==> config.mk <==
export PLATFORM = sky130hd
export DESIGN_NAME = reg_access_ctrl
export DESIGN_NICKNAME = d
export VERILOG_FILES = /design/src/rtl/p32_pkg.sv /design/src/rtl/p32_wbuf.sv /design/src/rtl/reg_access_ctrl.sv
export SDC_FILE = /design/constraint.sdc
export NUM_CORES = 1
export LEC_CHECK = 0
export CORE_MARGIN = 10
export CORE_UTILIZATION = 30
export CTS_BUF_LIST = sky130_fd_sc_hd__clkbuf_4
export DETAILED_ROUTE_END_ITERATION = 8
export PLACE_DENSITY_LB_ADDON = 0.05
export SLEW_MARGIN = 20
export SYNTH_ARGS = -nofsm -noshare
export SYNTH_HDL_FRONTEND = slang
export SYNTH_SLANG_ARGS = --single-unit
==> constraint.sdc <==
create_clock -name clk -period 9.8 [get_ports clk]
set_input_delay 0.98 -clock clk [delete_from_list [all_inputs] [get_ports clk]]
set_output_delay 0.98 -clock clk [all_outputs]
set_load 0.02 [all_outputs]
==> src/rtl/p32_pkg.sv <==
// p32 shared configuration: register-file geometry, word and register-address
// types, and the per-cycle port arbitration choice.
// No ports; imported by reg_access_ctrl and p32_wbuf.
package p32_pkg;
  localparam int WORD_W   = 32;
  localparam int RA_W     = 4;
  localparam int NUM_REGS = 16;

  typedef logic [WORD_W-1:0] word_t;
  typedef logic [RA_W-1:0]   reg_addr_t;

  // What the two register-file ports do this cycle.
  typedef enum logic [1:0] {
    IDLE  = 2'd0,
    READ  = 2'd1,
    WRITE = 2'd2
  } arb_t;
endpackage

==> src/rtl/p32_wbuf.sv <==
// In-order writeback queue of {addr, data} entries in front of the register file.
// Latency: a push is visible (count, match) the cycle after it is accepted.
// Backpressure: the caller must not push when count == DEPTH; pop_n must not exceed count.
// Ports: push/push_addr/push_data enqueue; pop_n (0/1/2) retires from the head;
// count, head_* and nxt_* expose the two oldest entries; match_a/match_b flag,
// oldest first, which valid entries hold qa/qb. age_data (oldest first) only
// exists when P32_RA_BYPASS_EN is defined.
module p32_wbuf
  import p32_pkg::*;
#(
  parameter int  DEPTH  = 4,
  parameter int  WORD_W = 32,
  parameter int  RA_W   = 4,
  localparam int PW     = $clog2(DEPTH),
  localparam int CW     = PW + 1
) (
  input  logic                          clk,
  input  logic                          rst,
  input  logic                          push,
  input  logic [RA_W-1:0]               push_addr,
  input  logic [WORD_W-1:0]             push_data,
  input  logic [1:0]                    pop_n,
  input  logic [RA_W-1:0]               qa,
  input  logic [RA_W-1:0]               qb,
  output logic [CW-1:0]                 count,
  output logic [RA_W-1:0]               head_addr,
  output logic [WORD_W-1:0]             head_data,
  output logic [RA_W-1:0]               nxt_addr,
  output logic [WORD_W-1:0]             nxt_data,
  output logic [DEPTH-1:0]              match_a,
  output logic [DEPTH-1:0]              match_b
`ifdef P32_RA_BYPASS_EN
  ,
  output logic [DEPTH-1:0][WORD_W-1:0]  age_data
`endif
);

  typedef struct packed {
    logic [RA_W-1:0]   addr;
    logic [WORD_W-1:0] data;
  } ent_t;

  ent_t          mem [DEPTH];
  logic [PW-1:0] rptr;
  logic [PW-1:0] wptr;
  logic [PW-1:0] idx;

  always_ff @(posedge clk) begin
    if (rst) begin
      rptr  <= '0;
      wptr  <= '0;
      count <= '0;
    end else begin
      if (push) begin
        mem[wptr] <= '{addr: push_addr, data: push_data};
        wptr      <= wptr + PW'(1);
      end
      // Pointer arithmetic wraps naturally because DEPTH is a power of two.
      rptr  <= rptr + PW'(pop_n);
      count <= count + CW'(push) - CW'(pop_n);
    end
  end

  assign head_addr = mem[rptr].addr;
  assign head_data = mem[rptr].data;
  assign nxt_addr  = mem[rptr + PW'(1)].addr;
  assign nxt_data  = mem[rptr + PW'(1)].data;

  // Age-ordered view: bit i refers to the entry i places behind the head.
  always_comb begin
    match_a = '0;
    match_b = '0;
    idx     = '0;
`ifdef P32_RA_BYPASS_EN
    age_data = '0;
`endif
    for (int i = 0; i < DEPTH; i++) begin
      idx = rptr + PW'(i);
`ifdef P32_RA_BYPASS_EN
      age_data[i] = mem[idx].data;
`endif
      if (CW'(i) < count) begin
        match_a[i] = (mem[idx].addr == qa);
        match_b[i] = (mem[idx].addr == qb);
      end
    end
  end

endmodule

==> src/rtl/reg_access_ctrl.sv <==
// Owns both register-file ports: time-multiplexes operand reads and queued writebacks.
// Latency: read accepted in cycle N returns operands in N+1; writes retire in order, up to two per cycle.
// Backpressure: rd_req_ready=0 while response slot is held, queue is full or a RAW hazard drains; wr_ready=0 when full.
// Ports: rd_req_* (request) / rd_resp_* (registered operand pair), wr_* (writeback),
// rf_* (register-file ports 0 and 1, shared address for read and write).
// Optional build macro P32_RA_BYPASS_EN: forward queued write data into read
// responses instead of stalling on a queued-write address match.
module reg_access_ctrl #(
  parameter int WB_DEPTH = 4,
  parameter int WORD_W   = 32,
  parameter int RA_W     = 4
) (
  input  logic              clk,
  input  logic              rst,
  input  logic              rd_req_valid,
  output logic              rd_req_ready,
  input  logic [RA_W-1:0]   rd_req_ra,
  input  logic [RA_W-1:0]   rd_req_rb,
  output logic              rd_resp_valid,
  input  logic              rd_resp_ready,
  output logic [WORD_W-1:0] rd_resp_a,
  output logic [WORD_W-1:0] rd_resp_b,
  input  logic              wr_valid,
  output logic              wr_ready,
  input  logic [RA_W-1:0]   wr_addr,
  input  logic [WORD_W-1:0] wr_data,
  output logic [RA_W-1:0]   rf_addr0,
  output logic [WORD_W-1:0] rf_din0,
  output logic              rf_we0,
  input  logic [WORD_W-1:0] rf_dout0,
  output logic [RA_W-1:0]   rf_addr1,
  output logic [WORD_W-1:0] rf_din1,
  output logic              rf_we1,
  input  logic [WORD_W-1:0] rf_dout1
);
  import p32_pkg::*;

  localparam int CW = $clog2(WB_DEPTH) + 1;

  logic [CW-1:0]       wb_count;
  logic [RA_W-1:0]     head_addr;
  logic [RA_W-1:0]     nxt_addr;
  logic [WORD_W-1:0]   head_data;
  logic [WORD_W-1:0]   nxt_data;
  logic [WB_DEPTH-1:0] match_a;
  logic [WB_DEPTH-1:0] match_b;
  logic [1:0]          pop_n;
  logic                full;
  logic                push;
  logic                slot_free;
  logic                hazard_ok;
  logic                dual;
  logic [WORD_W-1:0]   opa;
  logic [WORD_W-1:0]   opb;
  arb_t                arb;
`ifdef P32_RA_BYPASS_EN
  logic [WB_DEPTH-1:0][WORD_W-1:0] age_data;
`endif

  p32_wbuf #(
    .DEPTH  (WB_DEPTH),
    .WORD_W (WORD_W),
    .RA_W   (RA_W)
  ) u_wbuf (
    .clk       (clk),
    .rst       (rst),
    .push      (push),
    .push_addr (wr_addr),
    .push_data (wr_data),
    .pop_n     (pop_n),
    .qa        (rd_req_ra),
    .qb        (rd_req_rb),
    .count     (wb_count),
    .head_addr (head_addr),
    .head_data (head_data),
    .nxt_addr  (nxt_addr),
    .nxt_data  (nxt_data),
    .match_a   (match_a),
    .match_b   (match_b)
`ifdef P32_RA_BYPASS_EN
    ,
    .age_data  (age_data)
`endif
  );

  assign full      = (wb_count == CW'(WB_DEPTH));
  assign wr_ready  = !full;
  assign push      = wr_valid && !full;
  assign slot_free = !rd_resp_valid || rd_resp_ready;
  // Two writes to one address in one cycle would race on the file; retire singly.
  assign dual      = (wb_count >= CW'(2)) && (nxt_addr != head_addr);

`ifdef P32_RA_BYPASS_EN
  assign hazard_ok = 1'b1;
`else
  assign hazard_ok = !(|match_a) && !(|match_b);
`endif

  // A full queue wins over reads, which bounds how long a read stream can
  // hold off writeback.
  always_comb begin
    if (rst)                                           arb = IDLE;
    else if (full)                                     arb = WRITE;
    else if (rd_req_valid && slot_free && hazard_ok)   arb = READ;
    else if (wb_count != '0)                           arb = WRITE;
    else                                               arb = IDLE;
  end

  always_comb begin
    rf_addr0     = '0;
    rf_addr1     = '0;
    rf_din0      = head_data;
    rf_din1      = nxt_data;
    rf_we0       = 1'b0;
    rf_we1       = 1'b0;
    rd_req_ready = 1'b0;
    pop_n        = 2'd0;
    case (arb)
      READ: begin
        rf_addr0     = rd_req_ra;
        rf_addr1     = rd_req_rb;
        rd_req_ready = 1'b1;
      end
      WRITE: begin
        rf_addr0 = head_addr;
        rf_we0   = 1'b1;
        pop_n    = 2'd1;
        if (dual) begin
          rf_addr1 = nxt_addr;
          rf_we1   = 1'b1;
          pop_n    = 2'd2;
        end
      end
      default: ;
    endcase
  end

  // Newest matching queued write overrides the file value; scanning oldest
  // to newest lets the last hit win.
  always_comb begin
    opa = rf_dout0;
    opb = rf_dout1;
`ifdef P32_RA_BYPASS_EN
    for (int i = 0; i < WB_DEPTH; i++) begin
      if (match_a[i]) opa = age_data[i];
      if (match_b[i]) opb = age_data[i];
    end
`endif
  end

  always_ff @(posedge clk) begin
    if (rst) begin
      rd_resp_valid <= 1'b0;
      rd_resp_a     <= '0;
      rd_resp_b     <= '0;
    end else if (arb == READ) begin
      rd_resp_valid <= 1'b1;
      rd_resp_a     <= opa;
      rd_resp_b     <= opb;
    end else if (rd_resp_ready) begin
      rd_resp_valid <= 1'b0;
    end
  end

endmodule
==> results.toml, run 1 <==
[outcome]
status = "finished, final reports clean"

[pwr]
p_total_uw = 3190
p_leak_uw = 0.00449
max-vdd-ir-drop_mv = 0.0929
power.density_nw_per_um2 = 235

[cells_and_area]
syn2layout_area_growth_pct = 37.4
nets = 1057
num-fill-cells = 3042
finish.utilization_pct = 41.7
layout-drive-gt1-share_pct = 18.8

[critical_path]
worst-path-max-fanout = 59
cp_data_arrival_time_ps = 5700
critPathCaptureType = "output pin"
crit_required_ps = 8820
critPathLaunchType = "flop"
path_class = "flop to output pin"

[global_route]
overflow = 0
antenna_found_initial = 3
grt_pass1_vias = 7530
grt_pass1_wl_um = 44400
grt_max_degree = 76
grt_usage_pct = 13.9

[timing]
finalCritPeriodShare_pct = 68.1
maxSlewHeadroom_pct = 31.0
rsz0062_at_grt = "false"
tns_ps = 0
slew_violations = 0
min_period_ps = 6680
finalSetupViolations = 0
fmaxAchievable_ghz = 0.150
fin_skew_ps = 44.8
hold_viol_final = 0
holdWs_ps = 497
worstMarginPinSlew_ps = 1040

[clock_tree]
clkSinkCount = 216
cts_setup_buffers = 0
cts_hold_buf = 0
cts_max_level = 2
cts_buffers = 59
cts_resized = 0
clk_latency_ps = 700
cts_tree = "done"
clkTransAtPathRegs_ps = 60
cts_buffer_depth = 3
root_buffer = "clkbuf_4"

[synthesis]
synth-edff-count = 144
synth_top_area_share_pct = 43.9
synth_area_leaders = "edfxtp_1 (44%), mux4_2 (15%), dfxtp_1 (15%)"
async_flop_share_pct = 0
yosysWarnings = 0
synth_largest_area_cell = "edfxtp_1"
synth_top_family_by_area = "multiplexers"
synthDistinctLibCells = 44
synth.area.mux_share_pct = 24.5
synth_fa_ha_area_share_pct = 1.47
yosys.cell_count.top_type = "edfxtp_1"
synth_xor_area_share_pct = 4.62
synth_area_sq_um = 9860
syn_nets = 783
yosys_register_bits = 216
netlist_instances = 659
synth_common_cells = "edfxtp_1 (144), mux2i_1 (87), nor2_1 (80), dfxtp_1 (72), mux4_2 (66)"
ys_seq_area_share_pct = 58.5
synthSimpleGateAreaFrac_pct = 6.02
avgSynthCellArea_sq_um = 15.0
synthFlopType = "edfxtp_1"
synth_compound_area_share_pct = 2.17

[floorplanning]
io_pins = 254
dieArea_sq_um = 40500
dieHeight_um = 201
die_w_um = 201
start_util_pct = 30.4
rows = 66
core-area_sq_um = 32500

[routing]
remaining_drc_errors = 0
dr.pass1.iters = 4
via_count = 6665
routed_wl_um = 28800
post_drt_wl_per_cell_um = 20.3
final_antenna_net_count = 0
drt_iter0_markers = 202
via_per_inst = 4.69

[place]
hpwl_um = 19900
portBuffers = 253
place_congestion = 0.833

[worst_hold_path]
hold_class = "flop to flop"

[run]
cap_violations = 0
cells in the final DEF (no fill, tap or decap), types with 11 or more instances in the layout:
cell,n
mux4_2,66
nand2_1,18
clkbuf_4,89
nor2_1,80
mux2i_1,87
xnor2_1,35
inv_1,11
clkdlybuf4s50_1,252
edfxtp_1,144
dfxtp_1,70
xor2_1,17
flip-flops by register name, indices dropped and copies added, names as in the netlist:
signal / count
u_wbuf.count: 3
rd_resp_b: 32
u_wbuf.wptr: 2
rd_resp_valid: 1
u_wbuf.rptr: 2
rd_resp_a: 32
u_wbuf.mem: 144
stage by stage:
step	setup slack, ps	area, sq um	std cells
floorplan	5190	9860	659
global placement	3730	12800	1314
detailed placement	3620	12800	1314
CTS	2920	13500	1418
global route	2450	13500	1420
finish	3120	13500	1421
layer usage:
layer | vias up | routed length (um) | track usage [%]
li1 | 3074 | - | -
met1 | 3302 | 12000 | 16.2
met2 | 243 | 13600 | 22.4
met3 | 46 | 2580 | 6.06
met4 | 0 | 587 | 4.64
met5 | - | 0 | 0
critical path: stages, from the launching register on:
cell,delay [ps]
dfxtp_4,990
mux2i_1,510
mux2i_1,250
xnor2_1,180
o2111ai_1,120
nand4_2,160
o41ai_1,570
ha_4,410
buf_4,740
a22oi_1,210
nor2_1,140
clkdlybuf4s50_1,640
power by group:
group / switching, uW / total, uW / internal [uW]
clock: 376 / 789 / 412
combinational: 624 / 1240 / 619
sequential: 98.7 / 1160 / 1060
total: 1100 / 3190 / 2090
final timing paths:
check	from	end	slack, ps	depth (start not counted)
setup / recovery	u_wbuf.rptr[1]$_SDFF_PP0_	rf_addr0[0]	3120	11
hold / removal	rd_resp_b[5]$_SDFFE_PP0N_	rd_resp_b[5]$_SDFFE_PP0N_	500	2
setup reg to reg	u_wbuf.rptr[1]$_SDFF_PP0_	u_wbuf.count[2]$_SDFF_PP0_	4910	14
hold reg to reg	rd_resp_b[5]$_SDFFE_PP0N_	rd_resp_b[5]$_SDFFE_PP0N_	500	2
cells by family after synthesis:
family | Yosys count
xor gates and xnor gates | 52
DFF | 216
muxes | 157
AOI/OAI and AO/OA | 28
buffers and inverters | 60
and+or+nand+nor | 135
adders and majority gates | 11
area by class of cell:
cell class	count	area [sq um]	area share, %
antenna	3	7.51	0.0554
clock buffer	89	668	4.93
clock inverter	15	63.8	0.471
inverter	12	45.0	0.333
multi-input combinational	383	3840	28.4
sequential	216	5770	42.6
tap	442	553	4.08
timing repair buffer	261	2590	19.1
Note: power is estimated with default switching activity, not from simulation.
==> run 2: changes to the inputs <==
==> constraint.sdc (replaced) <==
create_clock -name clk -period 6.4 [get_ports clk]
set_input_delay 0.64 -clock clk [delete_from_list [all_inputs] [get_ports clk]]
set_output_delay 0.64 -clock clk [all_outputs]
set_load 0.02 [all_outputs]
==> run 2 against run 1 <==
Against the previous run:
- non-clock buffer count is the same
- sequential share of layout area is essentially flat
- critical path type unchanged
- critical path depth shrank 1
- first-iteration DRC count grew 25%
- critical endpoint is now rf_addr1[1]
- largest cell class unchanged
- global-route usage shrank 0.30 points
- wire length shrank 2.1%
- die area is the same
==> results.toml, run 2 (synthesis results as in run 1) <==
[worst_hold_path]
worstHoldStart = "rd_resp_a[31]$_SDFFE_PP0N_"
min_path_cells = 2
holdPathEnd = "rd_resp_a[31]$_SDFFE_PP0N_"
hold_class = "flop to flop"

[clock_tree]
clkTransAtPathRegs_ps = 70
cts_buffers = 59
cts_resized = 0
cts_tree = "done"
cts_max_level = 2
cts_buffer_depth = 3
cts_setup_buffers = 0
cts_hold_buf = 0
clk_latency_ps = 670
root_buffer = "clkbuf_4"
clkSinkCount = 216

[timing]
slew_violations = 0
hold_viol_final = 0
min_period_ps = 5250
finalSetupViolations = 0
tns_ps = 0
holdWs_ps = 498
maxSlewHeadroom_pct = 42.6
finalCritPeriodShare_pct = 82.0
rsz0062_at_grt = "false"
worstMarginPinSlew_ps = 861
fmaxAchievable_ghz = 0.191
fin_skew_ps = 26.1

[cells_and_area]
reg.largest.list = "u_wbuf.mem: 144 flops, rd_resp_a: 32 flops, rd_resp_b: 32 flops"
final_cell_mix = "clkdlybuf4s50_1 (252), edfxtp_1 (144), mux2i_1 (87), clkbuf_4 (87), nor2_1 (80)"
largest_reg_flops = 144
syn2layout_area_growth_pct = 37.3
layout-drive-gt1-share_pct = 18.4
final_common_cell = "clkdlybuf4s50_1"
nets = 1057
top_register = "u_wbuf.mem"

[pwr]
swShare_pct = 34.2
p_sw_uw = 1660
p_comb_share_pct = 39.7
cell_internal_pwr_uw = 3180
sequentialPowerShare_pct = 36.0
p_total_uw = 4840
p_leak_uw = 0.00447
max-vdd-ir-drop_mv = 0.131
power.density_nw_per_um2 = 358
clkPwrFrac_pct = 24.3

[outcome]
status = "finished, final reports clean"

[global_route]
grt_pass1_wl_um = 43200
grt_max_degree = 76
grt_usage_pct = 13.6
grt_pass1_vias = 7318
antenna_found_initial = 3
overflow = 0

[routing]
post_drt_wl_per_cell_um = 19.9
via_per_inst = 4.70
drt_iter0_markers = 252
via_count = 6673
final_antenna_net_count = 0
remaining_drc_errors = 0
routed_wl_um = 28200
dr.pass1.iters = 4

[place]
hpwl_um = 19600
place_congestion = 0.765
portBuffers = 253

[floorplanning]
core-area_sq_um = 32500
die_w_um = 201
start_util_pct = 30.4
rows = 66
dieArea_sq_um = 40500
dieHeight_um = 201
io_pins = 254

[critical_path]
path_class = "flop to output pin"
crit_required_ps = 5760
critPathLaunchType = "flop"
r2r-start = "u_wbuf.rptr[1]$_SDFF_PP0_"
r2r-end = "u_wbuf.count[2]$_SDFF_PP0_"
r2r_slack_ps = 1940
worst-path-max-fanout = 37
rr_worst_depth = 16
cp_data_arrival_time_ps = 4610
critPathCaptureType = "output pin"

[run]
cap_violations = 0
==> run 2: routing by layer <==
layer / share of wire (%) / track usage (%)
met1: 41 / 16.0
met2: 47 / 21.5
met3: 9.9 / 6.49
met4: 1.9 / 4.27
met5: 0.046 / 0
==> run 2: through the flow <==
step / setup WS, ps / cell area [sq um] / cells / util, %
floorplan: 2420 / 9860 / 659 / -
global placement: 1850 / 12800 / 1314 / 39.4
detailed placement: 1730 / 12800 / 1314 / 39.4
CTS: 1030 / 13500 / 1416 / 41.7
global route: 684 / 13500 / 1418 / 41.7
finish: 1150 / 13500 / 1419 / 41.7
==> run 2: how the worst max path moves through the flow <==
stage	from	endpoint	slack, ps	cells after the start
floorplan	rd_req_rb[1]	u_wbuf.count[2]$_SDFF_PP0_	2420	17
global placement	rd_req_ra[1]	rf_addr0[3]	1850	10
detailed placement	rd_req_ra[1]	rf_addr1[1]	1730	10
CTS	u_wbuf.rptr[1]$_SDFF_PP0_	rf_addr1[1]	1030	10
global route	u_wbuf.rptr[1]$_SDFF_PP0_	rf_addr1[1]	680	10
finish	u_wbuf.rptr[1]$_SDFF_PP0_	rf_addr1[1]	1150	10
==> run 2: cell type report <==
| type | count | area, sq um |
|---|---|---|
| Timing Repair Buffer | 261 | 2590 |
| Fill cell | 3018 | 18900 |
| Antenna cell | 3 | 7.51 |
| Clock inverter | 15 | 66.3 |
| Tap cell | 442 | 553 |
| Clock buffer | 87 | 653 |
| Inverter | 12 | 45.0 |
| Sequential cell | 216 | 5770 |
| Multi-Input combinational cell | 383 | 3840 |
==> run 2: worst max-delay path: stages (launching register included) <==
cell and delay [ps]:
dfxtp_4 750, mux2i_1 580, mux2i_1 230, xnor2_1 180, nand3_1 100, nand4_2 140
o41ai_1 550, ha_4 440, nand2_1 90, o22ai_1 190, clkdlybuf4s50_1 670
==> run 2: power groups by stage <==
stage	combinational, uW	clock [uW]	sequential (uW)
2_1_floorplan	1170	0	1770
3_3_place_gp	1940	0	1770
3_5_place_dp	1960	0	1770
4_1_cts	1970	1250	1740
5_1_grt	2070	1330	1760
6_report	1920	1180	1740
==> run 3: changes to the inputs <==
==> constraint.sdc (replaced) <==
create_clock -name clk -period 5.22 [get_ports clk]
set_input_delay 0.522 -clock clk [delete_from_list [all_inputs] [get_ports clk]]
set_output_delay 0.522 -clock clk [all_outputs]
set_load 0.02 [all_outputs]
==> run 3 against run 2 <==
Against the previous run:
- first-iteration DRC count down 9.1%
- largest cell class unchanged
- flip-flop and latch count unchanged
- worst setup slack worse by 790 ps
- final cell count up 0.56%
- sequential share of layout area down 0.41 points
- power up 25%
- global-route usage up 0.096 points
- register-to-register slack worse by 900 ps
- hold slack worse by 360 ps
- clock skew up 11 ps
- sequential power up 21%
==> results.toml, run 3 (synthesis results as in run 1) <==
[cells_and_area]
final_cell_mix = "clkdlybuf4s50_1 (252), edfxtp_1 (144), clkbuf_4 (85), mux2i_1 (84), nor2_1 (80)"
reg.largest.list = "u_wbuf.mem: 144 flops, rd_resp_a: 32 flops, rd_resp_b: 32 flops"
syn2layout_area_growth_pct = 38.6
layout-drive-gt1-share_pct = 19.3
nets = 1061
finish.utilization_pct = 42.1
final_common_cell = "clkdlybuf4s50_1"
num-fill-cells = 2988
top_register = "u_wbuf.mem"
largest_reg_flops = 144

[pwr]
p_leak_uw = 0.00454
power.density_nw_per_um2 = 443
clkPwrFrac_pct = 24.8
p_comb_share_pct = 40.4
sequentialPowerShare_pct = 34.8
swShare_pct = 34.3
max-vdd-ir-drop_mv = 0.172
p_sw_uw = 2080
p_total_uw = 6060
cell_internal_pwr_uw = 3980

[worst_hold_path]
worstHoldStart = "rst"
hold_class = "input port to flop"
holdPathEnd = "u_wbuf.rptr[0]$_SDFF_PP0_"
min_path_cells = 2

[routing]
final_antenna_net_count = 0
via_count = 6693
dr.pass1.iters = 4
remaining_drc_errors = 0
drt_iter0_markers = 229
post_drt_wl_per_cell_um = 20.0
routed_wl_um = 28600
via_per_inst = 4.69

[timing]
fin_skew_ps = 37.0
worstMarginPinSlew_ps = 856
finalSetupViolations = 0
min_period_ps = 4860
rsz0062_at_grt = "false"
maxSlewHeadroom_pct = 42.9
fmaxAchievable_ghz = 0.206
tns_ps = 0
slew_violations = 0
finalCritPeriodShare_pct = 93.1
hold_viol_final = 0

[floorplanning]
rows = 66
io_pins = 254
core-area_sq_um = 32500
start_util_pct = 30.4
dieArea_sq_um = 40500
dieHeight_um = 201
die_w_um = 201

[global_route]
overflow = 0
antenna_found_initial = 6
grt_max_degree = 66
grt_pass1_vias = 7394
grt_pass1_wl_um = 43800
grt_usage_pct = 13.7

[critical_path]
crit_chain = "inv_2, mux2_2, xor2_1, o2111ai_1, nand4_2, o41ai_1, ha_4, nand3b_1, o22ai_1, clkdlybuf4s50_1"
r2r-end = "u_wbuf.count[2]$_SDFF_PP0_"
crit_family = "buffers and inverters"
worst-path-max-fanout = 19
critPathLaunchType = "flop"
cp_data_arrival_time_ps = 4340
crit_required_ps = 4700
critPathMaxStageDelay_ps = 690
r2r-start = "u_wbuf.rptr[0]$_SDFF_PP0_"
critical_path.slowest_cell = "clkdlybuf4s50_1"
rr_worst_depth = 16
r2r_slack_ps = 1040
crit_buf_inv = 2
critPathCaptureType = "output pin"
path_class = "flop to output pin"

[clock_tree]
cts_buffers = 59
cts_max_level = 2
cts_hold_buf = 0
root_buffer = "clkbuf_4"
clkTransAtPathRegs_ps = 70
cts_tree = "done"
clk_latency_ps = 700
cts_buffer_depth = 3
clkSinkCount = 216

[place]
place_congestion = 0.778
portBuffers = 253
hpwl_um = 19500

[run]
cap_violations = 0

[outcome]
status = "finished, final reports clean"
## run 3: cell type report
class / instances / area (sq um) / share of cell area, %
Sequential cell: 216 / 5770 / 42.3
Multi-Input combinational cell: 383 / 3860 / 28.2
Timing Repair Buffer: 265 / 2670 / 19.6
Clock buffer: 85 / 638 / 4.67
Tap cell: 442 / 553 / 4.05
Clock inverter: 20 / 111 / 0.815
Inverter: 12 / 45.0 / 0.330
Antenna cell: 4 / 10.0 / 0.0733
## run 3: how the worst max path moves through the flow
stage | from | to | cells past startpoint
floorplan | u_wbuf.rptr[1]$_SDFF_PP0_ | u_wbuf.count[2]$_SDFF_PP0_ | 19
global placement | rd_req_rb[1] | rf_addr1[0] | 10
detailed placement | u_wbuf.rptr[1]$_SDFF_PP0_ | rf_addr1[0] | 10
CTS | u_wbuf.rptr[0]$_SDFF_PP0_ | rf_addr1[0] | 10
global route | u_wbuf.rptr[0]$_SDFF_PP0_ | rf_addr1[0] | 10
finish | u_wbuf.rptr[0]$_SDFF_PP0_ | rf_addr1[0] | 10
## run 3: metrics by stage
step | instance area [sq um] | setup slack [ps] | instances | hold slack, ps
2_1_floorplan | 9860 | 1260 | 659 | 469
3_3_place_gp | 12800 | 819 | 1314 | 472
3_5_place_dp | 12800 | 730 | 1314 | 486
4_1_cts | 13600 | 100 | 1420 | 72.2
5_1_grt | 13700 | 85.4 | 1425 | 109
6_report | 13700 | 359 | 1427 | 139
## run 3: metal layers
metal / wire length (um) / GRT usage, %
met1: 11800 / 16.0
met3: 2890 / 6.57
met4: 756 / 4.72
met2: 13100 / 21.5
met5: 30 / 0
## run 3: power by group through the flow
stage / clock, uW / sequential, uW / combinational [uW]
final: 1500 / 2110 / 2440
after global routing: 1670 / 2130 / 2640
after CTS: 1580 / 2130 / 2440
after detailed placement: 0 / 2180 / 2400
after global placement: 0 / 2170 / 2380
after floorplan: 0 / 2170 / 1440
## run 3: timing repair
item | CTS | global route
resized for setup | 0 | 4
buffers inserted | 1 | 3
hold endpoints to repair | 0 | 0
endpoints found under the setup margin | 8 | 9
gates cloned | 0 | 0
==> RTL edit 1: new RTL, config.mk and constraints of run 2 <==
Build with the macro `P32_RA_BYPASS_EN` defined.
--- a/src/rtl/p32_wbuf.sv
+++ b/src/rtl/p32_wbuf.sv
@@ -6,4 +6,6 @@
 // oldest first, which valid entries hold qa/qb. age_data (oldest first) only
 // exists when P32_RA_BYPASS_EN is defined.
+`define P32_RA_BYPASS_EN
+
 module p32_wbuf
   import p32_pkg::*;
Behaviour: not the same (a bounded check fails within 4 cycles, from zero or initial values and one cycle with rst high).
==> RTL edit 1 against run 2 <==
Sequential cell count unchanged. Final cell count up 52%. Critical path depth down 4. Synthesized area up 48%. Final area up 35%. Setup slack better by 0.69 ns. Total power up 30%. Count of clock-buffer cells in the layout up 11. Wire length up 110%. Critical path type unchanged. Largest power group unchanged.
==> RTL edit 1: results (changes against run 2) <==
place:
  place_area_mm2: 0.01739  # +36%
  pre_cts_slack_ns: 2.438  # +0.7089 ns
  gp_congestion: 0.7614  # -0.52%
  dpl.hpwl_um: 38150  # +95%
  post-place-cells: 2025  # +54%
final_layout:
  nets: 1604  # +52%
  layout-drive-gt1-share: 0.1970  # +0.01322
  largestRegisters: "u_wbuf.mem x144, rd_resp_a x32, rd_resp_b x32"
  fill_cells: 4737  # +57%
power:
  finalPower_mw: 6.286  # +30%
  clock_power_mw: 1.45  # +23%
  swShare: 0.4140  # +0.07194
  sequentialPower_mw: 1.80  # +3%
  p_leak_nw: 6.036  # +35%
  ir_drop_uv: 123.6  # -5.3%
global_routing:
  grt_usage: 0.2036  # +0.06796
  antenna_found_initial: 1  # -2
  grt_first_pass_wirelength_um: 86890  # +100%
  grt_pass1_vias: 12601  # +72%
  grt_max_degree: 99  # +30%
drt:
  first_pass_iters: 5  # +1
  wl_per_cell_um: 27.99  # +41%
  drt_iter0_markers: 1083  # +330%
  viasPerCell: 5.789  # +23%
  route.vias.total: 12447  # +87%
clock_network:
  clk_latency_ns: 0.75  # +0.08 ns
  cts-buffers-inserted: 69  # +17%
  hold_buffers: 1  # +1
  cts_max_level: 3  # +1
  clock_path_buffers: 3  # unchanged
  cts-root-buf: "clkbuf_4"
worst_setup_path:
  crit_family: "flip-flops"
  crit_arrival_ns: 3.91  # -0.70 ns
  cpPeakStageDelay_ns: 0.90  # +0.15 ns
  cp_max_fo: 63  # +70%
  r2r_start: "u_wbuf.rptr[0]"
timing:
  worst_pin_slew_ns: 1.182  # +0.3208 ns
  skew_ns: 0.06575  # +0.03968 ns
synth:
  synthTopCellsByCount: "edfxtp_1, nor2_1, mux4_2"
  synth.distinct_cells: 52  # +18%
  synthTopCellsByArea: "edfxtp_1, mux4_2, dfxtp_1, a21oi_1, a211o_1"
  yosysSeqAreaShare: 0.3962  # -0.1886
  synth.net_count: 1393  # +78%
  synthCells: 1271  # +93%
worst_hold_path:
  min-delay-start: "u_wbuf.wptr[1]"
floorplan:
  initial_core_util: 0.3041  # +0.0003690
run_status:
  outcome: "finished clean"
-- RTL edit 1: changes by cell type in the layout (fill, tap and decap cells not counted), moves of 20 or more --
cell      before  now
and3_1         0   65
a21boi_0       0   42
a211o_1        0   64
mux4_2        66  140
a21oi_1        5  132
buf_4          7   27
nand2b_1       2   39
a21boi_1       0   23
nor2_1        80  143
o21ai_0        0   65
o311ai_1       0   64
mux2i_1       87    9
-- RTL edit 1: cell families (layout without fill, tap and decap cells) --
logic type                 count (synthesis)  count (layout)  share of synthesized area
AOI/OAI and AO/OA                        409             409                     0.1893
buffers and inverters                    151             413                    0.05288
muxes                                    154             154                     0.2271
and+or+nand+nor                          289             289                     0.1003
DFF                                      216             216                     0.3962
adders and majority gates                  9               9                   0.008255
xor gates and xnor gates                  43              43                    0.02588
other                                      0               2                          0
-- RTL edit 1: cell type report --
cell class / instances / area (µm²) / share of cell area
diodes: 2 / 5.005 / 0.0002737
clock buffers: 98 / 735.7 / 0.04023
clock inverters: 24 / 145.1 / 0.007936
inverters: 9 / 33.78 / 0.001847
multi-input cells: 904 / 8056 / 0.4405
flip-flops and latches: 216 / 5773 / 0.3157
well taps: 615 / 769.5 / 0.04207
repair buffers: 282 / 2770 / 0.1515
-- RTL edit 1: path summary, 6_finish.rpt --
kind,end,slack [ns],cells after the start
hold / removal,u_wbuf.wptr[1],0.50,2
hold reg to reg,u_wbuf.wptr[1],0.50,2
setup / recovery,rf_addr1[0],1.85,6
setup reg to reg,rd_resp_b[15],2.43,8
-- RTL edit 1: routing by layer --
metal  global-route usage  up-vias  share of wire
met1               0.2579     6292           0.42
met4              0.06557        0          0.022
li1                     -     5470              -
met2               0.3403      572           0.49
met3              0.04305      113          0.071
met5                    0        -              0
==> RTL edit 2: new RTL, settings of run 2 <==
Without the edit above. The parameter `WB_DEPTH` goes from 4 to 8.
--- a/src/rtl/reg_access_ctrl.sv
+++ b/src/rtl/reg_access_ctrl.sv
@@ -7,5 +7,5 @@
 // responses instead of stalling on a queued-write address match.
 module reg_access_ctrl #(
-  parameter int WB_DEPTH = 4,
+  parameter int WB_DEPTH = 8,
   parameter int WORD_W   = 32,
   parameter int RA_W     = 4
Function: no difference found for any inputs over 4 cycles, from zero or initial values and one cycle with rst high; that may be too few to reach the edited logic, so the function may still have changed.
==> RTL edit 2 against run 2 <==
Via count is 69% higher. Setup slack worse by 0.72 ns. Final area is 67% higher. Final cell count is 62% higher. Total power is 110% higher. Synthesized area is 81% higher. Worst hold slack worse by 0.25 ns. Wire length is 89% higher. Sequential cell count is 147 higher. Maximum frequency is 12% lower. Sequential power is 65% higher. Sequential share of layout area is 2.3 points higher. Largest power group unchanged. Highest routed layer unchanged.
==> RTL edit 2: results (changes against run 2) <==
clock_network:
  clock_path_buffers: 3  # unchanged
  cts.reportedPaths.clkPinSlew_ns: 0.07  # about the same
  cts-buffers-inserted: 102  # +73%
  clk_latency_ns: 0.82  # +0.15 ns
  cts_max_level: 3  # +1
  cts-root-buf: "clkbuf_4"
drt:
  route.vias.total: 11261  # +69%
  finalWirelength_um: 53380  # +89%
  first_pass_iters: 5  # +1
  drt_iter0_markers: 630  # +150%
worst_setup_path:
  slowest_stage: "clkdlybuf4s50_1"
  crit_arrival_ns: 5.33  # +0.72 ns
  cp_max_fo: 24  # -35%
  cpPeakStageDelay_ns: 0.62  # -0.13 ns
  crit_family: "buffers and inverters"
worst_hold_path:
  hp-class: "input pin to flip-flop"
synth:
  yosysSeqAreaShare: 0.5698  # -0.01502
  synth_edf_count: 288  # +100%
  synth.net_count: 1276  # +63%
  yosys_warnings: 0  # unchanged
  synthTopCellsByArea: "edfxtp_1, mux4_2, dfxtp_1, mux2i_1, mux2_2"
  synth.distinct_cells: 52  # +18%
  synthTopCellsByCount: "edfxtp_1, mux4_2, mux2i_1"
  ys_async_sr_fraction: 0  # unchanged
run_status:
  outcome: "finished clean"
timing:
  slew_headroom: 0.3724  # -0.05343
  skew_ns: 0.04556  # +0.01949 ns
global_routing:
  grt_max_degree: 117  # +54%
  grt_pass1_vias: 12124  # +66%
  grt_first_pass_wirelength_um: 79250  # +83%
  grt_usage: 0.1502  # +0.01461
  antenna_found_initial: 5  # +2
final_layout:
  nets: 1578  # +49%
  largestRegisters: "u_wbuf.mem x288, rd_resp_a x32, rd_resp_b x32"
  layout-drive-gt1-share: 0.2645  # +0.08070
power:
  p_leak_nw: 7.353  # +64%
  ir_drop_uv: 333.6  # +160%
place:
  port_buffers: 253  # unchanged
  dpl.hpwl_um: 33600  # +71%
  gp_congestion: 0.7724  # +0.91%
-- RTL edit 2: changes by cell type after synthesis, moves of 11 or more --
cell and change:
a22oi_1 +13, nand2_1 +73, mux2_2 +46, mux4_2 +82
xor2_1 +15, buf_1 +26, edfxtp_1 +144, mux2i_1 +14
nor2_1 +11
-- RTL edit 2: report_power, final --
group,internal (mW),switching (mW)
combinational,2.60,2.74
clock,1.16,0.960
sequential,2.72,0.151
total,6.48,3.85
-- RTL edit 2: cells by family after synthesis --
family                   Yosys count  share of synthesized area
flip-flops                       363                     0.5698
multiplexers                     298                     0.2757
buffers and inverters            100                    0.02388
XOR/XNOR                          77                    0.03828
adder cells (fa/ha/maj)           16                    0.01208
AND/OR/NAND/NOR                  234                    0.05655
AO/OA/AOI/OAI                     59                    0.02367
-- RTL edit 2: per-layer routing --
layer  up-vias  global-route usage  routed length [µm]
li1       5121                   -                   -
met1      5700              0.1982               23820
met2       350              0.2371               25170
met3        82             0.04030                3432
met4         8             0.04675                 893
met5         -                   0                  65
-- RTL edit 2: worst paths after layout --
check                   endpoint  slack, ns  cells after the start            from
hold reg to reg     rd_resp_a[7]       0.49                      2    rd_resp_a[7]
hold / removal    u_wbuf.rptr[2]       0.25                      2             rst
setup reg to reg   rd_resp_b[26]       1.31                     15  u_wbuf.rptr[1]
setup / recovery     rf_addr1[0]       0.43                     15  u_wbuf.rptr[1]
-- RTL edit 2: timing repair --
| item | CTS | global route |
|---|---|---|
| resized for setup | 0 | 3 |
| endpoints found under the setup margin | 0 | 9 |
| setup buffers | 0 | 1 |
-- RTL edit 2: layout make-up --
| cell class | count | area [µm²] |
|---|---|---|
| fillers | 5563 | 36300 |
| clock inverters | 22 | 147.6 |
| repair buffers | 277 | 2765 |
| well taps | 773 | 967.2 |
| clock buffers | 153 | 1149 |
| diodes | 1 | 2.502 |
| multi-input cells | 684 | 7335 |
| flip-flops and latches | 363 | 10160 |
| inverters | 21 | 78.83 |
-- RTL edit 2: through the flow --
| stage | utilization | std cells | hold WS, ns | setup slack (ns) | instance area, µm² |
|---|---|---|---|---|---|
| 3_5_place_dp | 0.3606 | 2116 | 0.4805 | 0.9398 | 21240 |
| 3_3_place_gp | 0.3606 | 2116 | 0.4724 | 1.070 | 21240 |
| 6_report | 0.3837 | 2294 | 0.2452 | 0.4344 | 22610 |
| 2_1_floorplan | - | 1147 | 0.4976 | 0.2988 | 17810 |
| 4_1_cts | 0.3826 | 2291 | 0.1209 | 0.03374 | 22540 |
| 5_1_grt | 0.3837 | 2294 | 0.1853 | 0.02835 | 22610 |
